## config.mk

```make
export PLATFORM = sky130hd
export DESIGN_NAME = mem_bus_ctl
export DESIGN_NICKNAME = d
export VERILOG_FILES = /design/src/rtl/mem_bus_ctl.sv
export SDC_FILE = /design/constraint.sdc
export NUM_CORES = 1
export LEC_CHECK = 0
export ABC_AREA = 1
export BUFFER_PORTS_ARGS = -buffer_cell sky130_fd_sc_hd__buf_2
export CAP_MARGIN = 20
export CORE_ASPECT_RATIO = 0.6
export CORE_UTILIZATION = 47
export CTS_CLUSTER_SIZE = 16
export DETAILED_ROUTE_END_ITERATION = 7
export GPL_TIMING_DRIVEN = 1
export PLACE_DENSITY = 0.84
export SLEW_MARGIN = 20
export SYNTH_ARGS = -nofsm -noshare
export SYNTH_HDL_FRONTEND = slang
export SYNTH_SLANG_ARGS = --single-unit
export TNS_END_PERCENT = 5
```

## constraint.sdc

```tcl
create_clock -name clk -period 1.6 [get_ports clk]
set_clock_uncertainty 0.1 [all_clocks]
set_input_delay 0.08 -clock clk [delete_from_list [all_inputs] [get_ports clk]]
set_output_delay 0.08 -clock clk [all_outputs]
set_load 0.005 [all_outputs]
```

## src/rtl/mem_bus_ctl.sv

```systemverilog
// Memory-side responder: turns processor memrq strobes into a req/done
// handshake on the external bus, with a one-deep pending slot and NXM timeout.
module mem_bus_ctl #(
  parameter int AW      = 22,
  parameter int TIMEOUT = 64
) (
  input  logic          clk,
  input  logic          reset,
  input  logic          memrq,
  input  logic          memwr,
  input  logic [AW-1:0] pma,
  input  logic [31:0]   md,
  output logic [31:0]   mds,
  output logic          loadmd,
  output logic          memack,
  output logic          memstall,
  output logic          nxm,
  input  logic          nxm_clr,
  output logic          ovr,
  output logic          mcr_req,
  output logic          mcr_write,
  output logic [AW-1:0] mcr_addr,
  output logic [31:0]   mcr_wdata,
  input  logic          mcr_done,
  input  logic [31:0]   mcr_rdata
);

  localparam int CW = (TIMEOUT > 2) ? $clog2(TIMEOUT) : 1;
  localparam logic [CW-1:0] TMAX = CW'(TIMEOUT - 1);

  localparam logic [1:0] S_IDLE = 2'd0;
  localparam logic [1:0] S_REQ  = 2'd1;
  localparam logic [1:0] S_DONE = 2'd2;

  logic [1:0]    r_state;
  logic [CW-1:0] r_cnt;
  logic [31:0]   r_mds;
  logic          r_loadmd;
  logic          r_memack;
  logic          r_nxm;
  logic          r_ovr;
  logic          r_req;
  logic          r_write;
  logic [AW-1:0] r_addr;
  logic [31:0]   r_wdata;
  logic          r_pend_valid;
  logic          r_pend_write;
  logic [AW-1:0] r_pend_addr;
  logic [31:0]   r_pend_wdata;

  logic w_tmo;
  logic w_fin;

  assign w_tmo = (r_cnt == TMAX);
  assign w_fin = mcr_done || w_tmo;

  assign mds       = r_mds;
  assign loadmd    = r_loadmd;
  assign memack    = r_memack;
  assign memstall  = r_pend_valid;
  assign nxm       = r_nxm;
  assign ovr       = r_ovr;
  assign mcr_req   = r_req;
  assign mcr_write = r_write;
  assign mcr_addr  = r_addr;
  assign mcr_wdata = r_wdata;

  always_ff @(posedge clk) begin
    if (reset) begin
      r_state      <= S_IDLE;
      r_cnt        <= '0;
      r_mds        <= '0;
      r_loadmd     <= 1'b0;
      r_memack     <= 1'b0;
      r_nxm        <= 1'b0;
      r_ovr        <= 1'b0;
      r_req        <= 1'b0;
      r_write      <= 1'b0;
      r_addr       <= '0;
      r_wdata      <= '0;
      r_pend_valid <= 1'b0;
      r_pend_write <= 1'b0;
      r_pend_addr  <= '0;
      r_pend_wdata <= '0;
    end else begin
      r_loadmd <= 1'b0;
      r_memack <= 1'b0;
      // Clear first so a same-cycle set below wins.
      if (nxm_clr) begin
        r_nxm <= 1'b0;
        r_ovr <= 1'b0;
      end
      case (r_state)
        S_IDLE: begin
          if (memrq) begin
            r_state <= S_REQ;
            r_req   <= 1'b1;
            r_addr  <= pma;
            r_wdata <= md;
            r_write <= memwr;
            r_cnt   <= '0;
          end
        end
        S_REQ: begin
          if (w_fin) begin
            r_state  <= S_DONE;
            r_req    <= 1'b0;
            r_memack <= 1'b1;
            r_cnt    <= '0;
            if (!r_write) begin
              r_loadmd <= 1'b1;
              r_mds    <= mcr_done ? mcr_rdata : 32'hFFFF_FFFF;
            end
            if (!mcr_done) r_nxm <= 1'b1;
          end else begin
            r_cnt <= r_cnt + 1'b1;
          end
          if (memrq) begin
            if (r_pend_valid) begin
              r_ovr <= 1'b1;
            end else begin
              r_pend_valid <= 1'b1;
              r_pend_addr  <= pma;
              r_pend_wdata <= md;
              r_pend_write <= memwr;
            end
          end
        end
        S_DONE: begin
          if (r_pend_valid) begin
            r_state      <= S_REQ;
            r_req        <= 1'b1;
            r_addr       <= r_pend_addr;
            r_wdata      <= r_pend_wdata;
            r_write      <= r_pend_write;
            r_cnt        <= '0;
            r_pend_valid <= memrq;
            if (memrq) begin
              r_pend_addr  <= pma;
              r_pend_wdata <= md;
              r_pend_write <= memwr;
            end
          end else if (memrq) begin
            r_state <= S_REQ;
            r_req   <= 1'b1;
            r_addr  <= pma;
            r_wdata <= md;
            r_write <= memwr;
            r_cnt   <= '0;
          end else begin
            r_state <= S_IDLE;
          end
        end
        default: begin
          r_state <= S_IDLE;
          r_req   <= 1'b0;
        end
      endcase
    end
  end

endmodule

```

==> impl_metrics.tcl <==
set metrics [dict create \
    grt_pass1_vias 6707 \
    clockRootBuffer "clkbuf_16" \
    drc 0 \
    htreeDepth 4 \
    status "complete, but fails checks" \
    fill_cells 991 \
    finalSetupTns_ns -0.358 \
    switching_power_uw 3380 \
    timing.rr.start "r_state[1]" \
    clockPowerShare_pct 35.4 \
    yosys.area_share.simple_pct 23.0 \
    p_leak_uw 0.00456 \
    ant_nets 0 \
    slowest_delay_ns 0.38 \
    hpwl_um 12000 \
    p_seq_share_pct 40.7 \
    vdd_drop_max_mv 0.845 \
    fin_ws_ns -0.0400 \
    wl_per_cell_um 15.4 \
    whs_endpoint "memstall" \
    clk_latency_ns 0.41 \
    cts_made_buffers 17 \
    holdPathStages 3 \
    path_class "register to register" \
    firstDrtPassIters 5 \
    drive_above_1_share_pct 30.6 \
    synth_top_family_by_area "simple AND/OR/NAND/NOR gates" \
    synth.area.top_cells "dfxtp_1 (47%), nand2_1 (8.2%), o21ai_0 (7.5%), nor2_1 (7.1%), inv_1 (6.3%)" \
    crit_path_max_fanout 8 \
    port_buffers 184 \
    r2r_end "mcr_addr[16]" \
    finalHoldViolations 0 \
    coreArea_um2 13700 \
    dr.first_iter.drc_count 593 \
    clock_path_buffers 2 \
    p_int_uw 8060 \
    crit_arrival_ns 1.84 \
    min_from "memrq" \
    synth_edf_count 0 \
    power_frac_comb_pct 23.8 \
    cts.reportedPaths.clkPinSlew_ns 0.06 \
    place.gp.congestion 0.845 \
    nets 1284 \
    drv_cap 0 \
    vias 7226 \
    cpMaxStageDelayCell "dfxtp_4" \
    die_w_um 155 \
    synth_seq_cells 156 \
    synth_top_area_cell "dfxtp_1" \
    die_area_um2 14600 \
    clock_sinks 156 \
    power_per_cell_area_nw_per_um2 1140 \
    period_share_pct 103 \
    swShare_pct 29.6 \
    synth-compound-area-share_pct 18.2 \
    timing.fmax_mhz 610 \
    fp.dieH_um 94.1 \
    syn-num-nets 1000 \
    area_growth_pct 51.4 \
    initial_core_util_pct 48.4 \
    yosys.area_share.xor_xnor_pct 0 \
    grt_max_degree 54 \
    tightest_slew_ns 0.500 \
    viasPerCell 5.19 \
    finalCriticalPeriod_ns 1.64 \
    wl_um 21500 \
    ff2ff_setup_slack_ns -0.04 \
    synth_fa_ha_area_share_pct 0.942 \
    ys_types 26 \
    rsz0062_at_grt "true" \
    synth_ff_type "dfxtp_1" \
    maxSlewViolCount 0 \
    syn_inst 903 \
    r2r_cells 9 \
    violations "negative setup slack" \
    start_kind "register" \
    syn-cell-area_um2 6640 \
    grt_first_pass_wirelength_um 32600 \
    synthTopCellsByCount "dfxtp_1 (156), nand2_1 (145), nor2_1 (126)" \
    grt_antenna_before_repair 0 \
    synth_mux_area_share_pct 0 \
    synth_top_cell_area_share_pct 47.0 \
    cp.required_ns 1.80 \
    design_area_um2 10100 \
    crit_chain "ha_4 -> buf_12 -> nor2_4 -> a21oi_4 -> buf_6 -> clkinv_8 -> buf_12 -> o21ai_2 -> nor2_1" \
    hp-class "primary input to register" \
    num_rows 33 \
    grt-ovfl-total 0 \
    ys_warn_count 0 \
    cts_tree "yes" \
    yosys.cell_count.top_type "dfxtp_1" \
    endpoint_kind "register" \
    ios 185 \
    crit_top_cell "buf_12" \
    yosysSeqAreaShare_pct 47.0 \
    groute.usage.overall_pct 28.4 \
    slew_headroom_pct 66.7 \
    synthArstFlopShare_pct 0 \
    setup_viol 33 \
    synth.avg_cell_area_um2 7.35 \
    place_area_um2 8000 \
]
==> stage by stage <==
stage                     worst slack, ns  hold slack, ns  util, %  power, uW  cells
after floorplan                   -0.0266           0.123        -       5870    903
after global placement             -0.146           0.232     58.3       6700   1261
after detailed placement           -0.212           0.245     58.3       6770   1261
after CTS                         -0.0138         0.00219     70.9      11100   1388
after global routing               -0.104          0.0600     73.3      12000   1392
final                             -0.0400          0.0585     73.3      11400   1393
==> area by class of cell <==
type                    count  area (um2)  share of cell area [%]
diodes                      1        2.50                  0.0249
clock buffers              21         460                    4.58
clock inverters            11         134                    1.33
inverters                 116         465                    4.63
multi-input cells         568        3100                    30.8
flip-flops and latches    156        3130                    31.1
well taps                 192         240                    2.39
repair buffers            328        2520                    25.0
==> worst max path at each step <==
| stage | from | to | slack, ns | depth (start not counted) |
|---|---|---|---|---|
| 2_1_floorplan | r_state[1] | r_pend_wdata[10] | -0.03 | 9 |
| 3_3_place_gp | r_state[1] | mcr_addr[19] | -0.15 | 7 |
| 3_5_place_dp | r_state[1] | mcr_addr[16] | -0.21 | 7 |
| 4_1_cts | r_state[0] | mcr_wdata[16] | -0.01 | 9 |
| 5_1_grt | r_state[0] | mcr_addr[16] | -0.10 | 10 |
| 6_report | r_state[1] | mcr_addr[16] | -0.04 | 9 |
==> power by group through the flow <==
stage / Clock [uW] / Sequential, uW / Combinational, uW
floorplan: 0 / 4690 / 1180
global placement: 0 / 4670 / 2030
detailed placement: 0 / 4700 / 2070
CTS: 4070 / 4620 / 2440
global route: 4290 / 4710 / 2970
finish: 4050 / 4660 / 2730
==> per-layer routing <==
| metal | track usage [%] | wire length (um) | up-vias |
|---|---|---|---|
| li1 | - | - | 3499 |
| met1 | 36.4 | 9510 | 3368 |
| met2 | 46.9 | 10200 | 310 |
| met3 | 5.90 | 1360 | 49 |
| met4 | 11.3 | 448 | 0 |
| met5 | 0 | 0 | - |
==> state kept, by name, indices dropped and copies added, names as in the netlist, 2 cells and up <==
signal        count
mds              32
r_state           2
r_pend_wdata     32
r_pend_addr      22
mcr_addr         22
r_cnt             6
mcr_wdata        32
==> cells in the final DEF (no fill, tap or decap), types with 30 or more instances in the layout <==
cell type        n
o21ai_0         57
nand4_1         38
buf_4           30
dlygate4sd3_1   88
buf_2          184
a21oi_1         76
nand2_1        138
inv_1          109
dfxtp_1        152
nor2_1          96
==> worst max-delay path: cells and delay by family (launching register included) <==
kind / cells / cell delay, ns
AND/OR/NAND/NOR: 2 / 0.12
adder cells (fa/ha/maj): 1 / 0.19
flip-flops: 1 / 0.38
buffers and inverters: 4 / 0.50
AO/OA/AOI/OAI: 2 / 0.26
==> cells by family (layout without fill, tap and decap cells) <==
group / after synthesis / after routing
simple gates: 341 / 341
flops: 156 / 156
compound gates: 222 / 222
fa+ha+maj: 5 / 5
other cells: 0 / 1
buf+inv: 179 / 476
==> what timing repair did <==
action | CTS | global route
gates resized for setup | 32 | 114
pin swaps | 4 | 9
hold buffers | 88 | 0
hold endpoints to repair | 131 | 0
cloned | 4 | 2
buffers inserted | 3 | 2
endpoints found under the setup margin | 127 | 149
Note: power is estimated with default switching activity, not from simulation.
